[config.mk]
export PLATFORM = sky130hd
export DESIGN_NAME = ysyx_22050710_lsu_flat
export DESIGN_NICKNAME = d
export VERILOG_FILES = /design/src/rtl/ysyx_22050710_lsu_if.sv /design/src/rtl/ysyx_22050710_lsu.sv /design/src/flat_wrapper.sv
export SDC_FILE = /design/constraint.sdc
export NUM_CORES = 1
export LEC_CHECK = 0
export BUFFER_PORTS_ARGS = -buffer_cell sky130_fd_sc_hd__buf_2
export CAP_MARGIN = 20
export CORE_MARGIN = 2
export CORE_UTILIZATION = 34
export CTS_CLUSTER_SIZE = 25
export DETAILED_ROUTE_END_ITERATION = 10
export PLACE_DENSITY_LB_ADDON = 0.2
export SLEW_MARGIN = 20
export SYNTH_ARGS = -nofsm -noshare
export SYNTH_HDL_FRONTEND = slang
export SYNTH_SLANG_ARGS = --single-unit
[constraint.sdc]
create_clock -name i_clk -period 2.9 [get_ports i_clk]
set_input_delay 0.145 -clock i_clk [delete_from_list [all_inputs] [get_ports i_clk]]
set_output_delay 0.145 -clock i_clk [all_outputs]
set_load 0.01 [all_outputs]
[src/rtl/ysyx_22050710_lsu_if.sv]
// rtl/ysyx_22050710_lsu_if.sv - request, datamem and completion bundle of the load/store unit
interface ysyx_22050710_lsu_if #(parameter int XLEN = 64);
  logic            i_valid;
  logic            o_ready;
  logic [XLEN-1:0] i_addr;
  logic [XLEN-1:0] i_wdata;
  logic [2:0]      i_MemOP;
  logic            i_WrEn;
  logic [XLEN-1:0] o_mem_addr;
  logic            o_mem_ren;
  logic            o_mem_wen;
  logic [7:0]      o_mem_wmask;
  logic [XLEN-1:0] o_mem_wdata;
  logic [XLEN-1:0] i_mem_rdata;
  logic            o_valid;
  logic            i_ready;
  logic [XLEN-1:0] o_rdata;
  logic            o_misalign;

  modport slave (
    input  i_valid, i_addr, i_wdata, i_MemOP, i_WrEn, i_mem_rdata, i_ready,
    output o_ready, o_mem_addr, o_mem_ren, o_mem_wen, o_mem_wmask, o_mem_wdata,
           o_valid, o_rdata, o_misalign
  );

  modport master (
    output i_valid, i_addr, i_wdata, i_MemOP, i_WrEn, i_mem_rdata, i_ready,
    input  o_ready, o_mem_addr, o_mem_ren, o_mem_wen, o_mem_wmask, o_mem_wdata,
           o_valid, o_rdata, o_misalign
  );
endinterface

[src/rtl/ysyx_22050710_lsu.sv]
// rtl/ysyx_22050710_lsu.sv - load/store unit splitting requests into aligned 8-byte datamem beats
// YSYX_22050710_LSU_MISALIGN_EN: when defined, dword-crossing accesses run as two beats instead of faulting.
module ysyx_22050710_lsu #(
  parameter int XLEN = 64
) (
  input logic                 i_clk,
  input logic                 i_rst,
  ysyx_22050710_lsu_if.slave  bus
);

  typedef enum logic [1:0] {IDLE, ACC0, ACC1, RESP} state_e;

  state_e          state_q, state_d;
  logic [XLEN-1:0] addr_q, wdata_q, rd0_q, rd1_q;
  logic [2:0]      op_q;
  logic            wr_q;

  function automatic logic crossing(input logic [2:0] op, input logic [2:0] off);
    logic [3:0] n;
    n = 4'd1 << op[2:1];
    return ({1'b0, off} + n) > 4'd8;
  endfunction

  logic [2:0]      off;
  logic [7:0]      lane_m;
  logic [15:0]     bm;
  logic [XLEN-1:0] base;
  logic [127:0]    cat;
  logic [XLEN-1:0] raw, ext;

  assign off  = addr_q[2:0];
  assign base = {addr_q[XLEN-1:3], 3'b000};
  assign bm   = {8'h00, lane_m} << off;
  assign cat  = {rd1_q, rd0_q} >> {off, 3'b000};
  assign raw  = cat[XLEN-1:0];

  always_comb begin
    lane_m = 8'h00;
    case (op_q[2:1])
      2'd0:    lane_m = 8'h01;
      2'd1:    lane_m = 8'h03;
      2'd2:    lane_m = 8'h0F;
      default: lane_m = 8'hFF;
    endcase
  end

  always_comb begin
    ext = '0;
    case (op_q)
      3'b000:  ext = {{56{raw[7]}}, raw[7:0]};
      3'b001:  ext = {56'd0, raw[7:0]};
      3'b010:  ext = {{48{raw[15]}}, raw[15:0]};
      3'b011:  ext = {48'd0, raw[15:0]};
      3'b100:  ext = {{32{raw[31]}}, raw[31:0]};
      3'b101:  ext = {32'd0, raw[31:0]};
      3'b110:  ext = raw;
      default: ext = '0;
    endcase
  end

`ifdef YSYX_22050710_LSU_MISALIGN_EN
  logic cross_w;
  assign cross_w = (op_q != 3'b111) && crossing(op_q, off);
  assign bus.o_misalign = 1'b0;
  assign bus.o_rdata = (state_q == RESP && !wr_q) ? ext : '0;
`else
  logic mis_q;
  assign bus.o_misalign = (state_q == RESP) && mis_q;
  assign bus.o_rdata = (state_q == RESP && !wr_q && !mis_q) ? ext : '0;
`endif

  always_ff @(posedge i_clk) begin
    if (i_rst) begin
      addr_q  <= '0;
      wdata_q <= '0;
      op_q    <= 3'b111;
      wr_q    <= 1'b0;
      rd0_q   <= '0;
      rd1_q   <= '0;
`ifndef YSYX_22050710_LSU_MISALIGN_EN
      mis_q   <= 1'b0;
`endif
    end else begin
      if (state_q == IDLE && bus.i_valid) begin
        addr_q  <= bus.i_addr;
        wdata_q <= bus.i_wdata;
        op_q    <= bus.i_MemOP;
        wr_q    <= bus.i_WrEn;
        rd0_q   <= '0;
        rd1_q   <= '0;
`ifndef YSYX_22050710_LSU_MISALIGN_EN
        mis_q   <= (bus.i_MemOP != 3'b111) && crossing(bus.i_MemOP, bus.i_addr[2:0]);
`endif
      end
      if (state_q == ACC0 && !wr_q) rd0_q <= bus.i_mem_rdata;
      if (state_q == ACC1 && !wr_q) rd1_q <= bus.i_mem_rdata;
    end
  end

  always_ff @(posedge i_clk) begin
    if (i_rst) state_q <= IDLE;
    else       state_q <= state_d;
  end

  always_comb begin
    state_d         = state_q;
    bus.o_ready     = 1'b0;
    bus.o_valid     = 1'b0;
    bus.o_mem_addr  = '0;
    bus.o_mem_ren   = 1'b0;
    bus.o_mem_wen   = 1'b0;
    bus.o_mem_wmask = 8'h00;
    bus.o_mem_wdata = '0;
    case (state_q)
      IDLE: begin
        bus.o_ready = 1'b1;
        if (bus.i_valid) begin
          if (bus.i_MemOP == 3'b111) state_d = RESP;
`ifndef YSYX_22050710_LSU_MISALIGN_EN
          else if (crossing(bus.i_MemOP, bus.i_addr[2:0])) state_d = RESP;
`endif
          else state_d = ACC0;
        end
      end
      ACC0: begin
        bus.o_mem_addr = base;
        bus.o_mem_ren  = !wr_q;
        bus.o_mem_wen  = wr_q;
        if (wr_q) begin
          bus.o_mem_wmask = bm[7:0];
          bus.o_mem_wdata = wdata_q << {off, 3'b000};
        end
`ifdef YSYX_22050710_LSU_MISALIGN_EN
        state_d = cross_w ? ACC1 : RESP;
`else
        state_d = RESP;
`endif
      end
      ACC1: begin
        bus.o_mem_addr = base + 64'd8;
        bus.o_mem_ren  = !wr_q;
        bus.o_mem_wen  = wr_q;
        if (wr_q) begin
          bus.o_mem_wmask = bm[15:8];
          bus.o_mem_wdata = wdata_q >> (7'd64 - {1'b0, off, 3'b000});
        end
        state_d = RESP;
      end
      RESP: begin
        bus.o_valid = 1'b1;
        if (bus.i_ready) state_d = IDLE;
      end
      default: state_d = IDLE;
    endcase
    // a beat caught by reset must never reach the memory
    if (i_rst) begin
      bus.o_mem_ren = 1'b0;
      bus.o_mem_wen = 1'b0;
    end
  end

endmodule

[src/flat_wrapper.sv]
// flat-port wrapper written by rule: the top's interface ports become plain ports
module ysyx_22050710_lsu_flat 
#(
  parameter int XLEN = 64
)
  (i_clk, i_rst, bus_i_valid, bus_i_addr, bus_i_wdata, bus_i_MemOP, bus_i_WrEn, bus_i_mem_rdata, bus_i_ready, bus_o_ready, bus_o_mem_addr, bus_o_mem_ren, bus_o_mem_wen, bus_o_mem_wmask, bus_o_mem_wdata, bus_o_valid, bus_o_rdata, bus_o_misalign);
  ysyx_22050710_lsu_if #(.XLEN(XLEN)) bus_i ();
  input logic i_clk;
  input logic i_rst;
  input wire logic [$bits(bus_i.i_valid)-1:0] bus_i_valid;
  input wire logic [$bits(bus_i.i_addr)-1:0] bus_i_addr;
  input wire logic [$bits(bus_i.i_wdata)-1:0] bus_i_wdata;
  input wire logic [$bits(bus_i.i_MemOP)-1:0] bus_i_MemOP;
  input wire logic [$bits(bus_i.i_WrEn)-1:0] bus_i_WrEn;
  input wire logic [$bits(bus_i.i_mem_rdata)-1:0] bus_i_mem_rdata;
  input wire logic [$bits(bus_i.i_ready)-1:0] bus_i_ready;
  output wire logic [$bits(bus_i.o_ready)-1:0] bus_o_ready;
  output wire logic [$bits(bus_i.o_mem_addr)-1:0] bus_o_mem_addr;
  output wire logic [$bits(bus_i.o_mem_ren)-1:0] bus_o_mem_ren;
  output wire logic [$bits(bus_i.o_mem_wen)-1:0] bus_o_mem_wen;
  output wire logic [$bits(bus_i.o_mem_wmask)-1:0] bus_o_mem_wmask;
  output wire logic [$bits(bus_i.o_mem_wdata)-1:0] bus_o_mem_wdata;
  output wire logic [$bits(bus_i.o_valid)-1:0] bus_o_valid;
  output wire logic [$bits(bus_i.o_rdata)-1:0] bus_o_rdata;
  output wire logic [$bits(bus_i.o_misalign)-1:0] bus_o_misalign;
  assign bus_i.i_valid = bus_i_valid;
  assign bus_i.i_addr = bus_i_addr;
  assign bus_i.i_wdata = bus_i_wdata;
  assign bus_i.i_MemOP = bus_i_MemOP;
  assign bus_i.i_WrEn = bus_i_WrEn;
  assign bus_i.i_mem_rdata = bus_i_mem_rdata;
  assign bus_i.i_ready = bus_i_ready;
  assign bus_o_ready = bus_i.o_ready;
  assign bus_o_mem_addr = bus_i.o_mem_addr;
  assign bus_o_mem_ren = bus_i.o_mem_ren;
  assign bus_o_mem_wen = bus_i.o_mem_wen;
  assign bus_o_mem_wmask = bus_i.o_mem_wmask;
  assign bus_o_mem_wdata = bus_i.o_mem_wdata;
  assign bus_o_valid = bus_i.o_valid;
  assign bus_o_rdata = bus_i.o_rdata;
  assign bus_o_misalign = bus_i.o_misalign;
  ysyx_22050710_lsu #(.XLEN(XLEN)) u_core (.i_clk(i_clk), .i_rst(i_rst), .bus(bus_i));
endmodule
==> run_results.csv <==
group,metric,value,unit
outcome,outcome,"finished, violations left",
outcome,violations,"negative setup slack",
logic_synthesis,yosysMostFrequentCell,"nand2_1",
logic_synthesis,synth-main-ff-cell,"dfxtp_1",
global_route,grt_start_max_net_pins,91,
logic_synthesis,synth_area_leaders,"dfxtp_1 27%, nand2_1 11%, a21oi_1 8.0%",
setup_path,cp-end-kind,"output port",
timing,timing.slew.headroom,55.2,%
floorplanning,dieArea,56700,um^2
logic_synthesis,synth_area,18600,um^2
drt,drt-total-wl,87600,um
setup_path,start_kind,"register",
global_route,grt_pass1_vias,21200,
clock_network,clock-sinks,255,
setup_path,cp_max_fo,7,
final_layout,drive_above_1_share,27.3,%
logic_synthesis,yosys.area.top_type,"dfxtp_1",
final_layout,stdcell_area,25800,um^2
global_route,grt.busiest_layer,"met2",
clock_network,cts_buffers,35,
clock_network,cts_buffer_depth,3,
floorplanning,fp.dieW,238,um
drt,post_drt_wl_per_cell,23.2,um
timing,rsz0062_at_grt,"yes",
timing,setup_slack,-0.00338,ns
drt,first_pass_iters,7,
job,maxCapViolations,0,
global_route,met3_usage,4.57,%
setup_path,crit_top_cell,"buf_4",
clock_network,cts_tree,"yes",
global_route,use_met2,48.9,%
setup_path,cp_slowest_stage_delay,0.43,ns
logic_synthesis,synthArstFlopShare,0,%
placed_design,dp_cells,3464,
timing,skew,0.0214,ns
clock_network,root_buffer,"clkbuf_16",
timing,timing.fmax,0.344,GHz
final_layout,area_growth,38.6,%
placed_design,placed_area,21500,um^2
logic_synthesis,synth_edf_count,0,
setup_path,worstPathCellList,"inv_4, ha_4, buf_4, buf_4, buf_4, mux2i_1, o22ai_1, a32oi_1, a21oi_2, buf_2",
drt,ant_nets,0,
logic_synthesis,ys_warn_count,0,
logic_synthesis,avgSynthCellArea,7.43,um^2
setup_path,crit_type,"register to output port",
power_and_ir_drop,p_leak,10.2,nW
placed_design,io_buffers,401,
power_and_ir_drop,power,0.0156,W
power_and_ir_drop,max-vdd-ir-drop,0.339,mV
global_route,grt-ovfl-total,0,
timing,slew_violations,0,
hold_path,hold_path_class,"primary input to register",
global_route,globalRouteMet1Util,36.4,%
final_layout,fin_util,47.8,%
global_route,gr-usage-all-layers,29.1,%
logic_synthesis,synth_cell_types,79,
placed_design,dp_hpwl,60000,um
power_and_ir_drop,power_density,603,nW/um^2
setup_path,arrival,2.76,ns
global_route,grt_pass1_wl,128000,um
floorplanning,std_cell_rows,85,
drt,drtIter0Drc,2168,
final_layout,fin_nets,3256,
timing,finalSetupViolCount,1,
floorplanning,ios,405,
logic_synthesis,yosys_register_bits,255,
placed_design,gp_congestion,0.947,
drt,drc,0,
timing,period_minus_slack,2.90,ns
clock_network,clock_latency,0.56,ns
clock_network,path_clk_slew,0.06,ns
global_route,antenna_found_initial,9,
logic_synthesis,synthDominantCellAreaShare,27.4,%
logic_synthesis,seq_area_frac_synth,27.4,%
setup_path,critPathSlowestCell,"dfxtp_4",
floorplanning,coreArea,54000,um^2
timing,hold_viol,0,
logic_synthesis,synth_common_cells,"540 x nand2_1, 297 x a21oi_1, 255 x dfxtp_1, 221 x nor2_1, 149 x a22oi_1",
floorplanning,die_y,238,um
timing,tightestPinTransition,0.672,ns
setup_path,required,2.76,ns
clock_network,cts_max_level,2,
final_layout,final_cells,3773,
drt,vias,22400,
floorplanning,initial_core_util,34.5,%
logic_synthesis,synth_cells,2508,
drt,vias_per_cell,5.93,
timing,finalCritPeriodShare,100,%
-- layer usage --
| metal | vias up | part of all wire, % | wire [um] |
|---|---|---|---|
| met5 | - | 0.0080 | 7 |
| met4 | 2 | 5.0 | 4420 |
| met3 | 224 | 7.7 | 6730 |
| met2 | 1135 | 47 | 41500 |
| met1 | 10800 | 40 | 35000 |
| li1 | 10200 | - | - |
-- critical path: cells and delay by family, from the launching register on --
kind / cells / cell delay (ns)
AOI/OAI and AO/OA: 3 / 0.63
muxes: 1 / 0.12
DFF: 1 / 0.43
adders and majority gates: 1 / 0.26
buffers and inverters: 5 / 0.75
-- repair_timing --
| action | CTS | global route |
|---|---|---|
| hold endpoints to repair | 253 | 0 |
| endpoints found under the setup margin | 129 | 142 |
| pin swaps | 8 | 13 |
| gates cloned | 8 | 5 |
| resized for setup | 42 | 88 |
| buffers inserted | 20 | 10 |
| hold buffers | 196 | 0 |
-- placed cells by master (no fill, tap or decap), drive strengths merged, types with 12 or more instances in the layout --
cell type,synthesis,final
nand2b,21,21
dlygate4sd3,0,196
nand2,541,541
nand3,57,57
dfxtp,255,255
o211ai,26,26
nand4,26,26
a21oi,298,298
nor2b,17,17
o22ai,27,27
inv,23,23
buf,98,528
nor2,222,222
ha,12,12
mux2,71,71
nor4,14,14
a31oi,23,23
mux4,43,43
and2,16,16
clkbuf,141,58
or4,14,14
o21ai,84,84
nor3,14,14
a22oi,149,149
mux2i,123,123
a32oi,33,33
-- area by class of cell --
cell class / count / area (um^2)
diodes: 9 / 22.5
clock inverters: 9 / 138
clock buffers: 53 / 1070
repair buffers: 735 / 5630
multi-input cells: 1991 / 12900
well taps: 696 / 871
flip-flops and latches: 255 / 5130
inverters: 25 / 103
fillers: 5335 / 28200
-- per-stage QoR --
step	setup TNS (ns)	hold slack, ns	setup slack (ns)
2_1_floorplan	0	0.269	0.00310
3_3_place_gp	0	0.387	0.290
3_5_place_dp	0	0.392	0.266
4_1_cts	-0.0191	0.0279	-0.0191
5_1_grt	-1.44	0.0641	-0.0577
6_report	-0.00338	0.0509	-0.00338
-- report_power, final --
part | total [W] | switching (W) | internal (W)
combinational | 0.00624 | 0.00373 | 0.00251
clock | 0.00457 | 0.00175 | 0.00282
sequential | 0.00475 | 0.000759 | 0.00400
total | 0.0156 | 0.00624 | 0.00932
-- registers in the layout (all words and copies together) (netlist names) --
register,flops
u_core.addr_q,64
u_core.rd0_q,64
u_core.wdata_q,64
u_core.rd1_q,56
u_core.op_q,3
u_core.state_q,2
u_core.mis_q,1
u_core.wr_q,1
-- worst paths after layout --
kind / startpoint / to / slack (ns) / depth (start not counted)
setup / recovery: u_core.addr_q[0] / bus_o_mem_wdata[11] / -0.003 / 10
hold / removal: bus_i_ready / u_core.state_q[1] / 0.05 / 3
setup reg to reg: u_core.state_q[0] / u_core.wdata_q[32] / 0.81 / 6
hold reg to reg: u_core.mis_q / u_core.mis_q / 0.48 / 2
-- kinds of logic after synthesis --
logic type / after synthesis / share of synthesized area [%]
and+or+nand+nor: 986 / 23.6
AOI/OAI and AO/OA: 751 / 25.8
buffers and inverters: 264 / 6.15
DFF: 255 / 27.4
muxes: 237 / 16.1
adders and majority gates: 13 / 0.913
other: 1 / 0.0201
xor gates and xnor gates: 1 / 0.0470
Note: power is estimated with default switching activity, not from simulation.
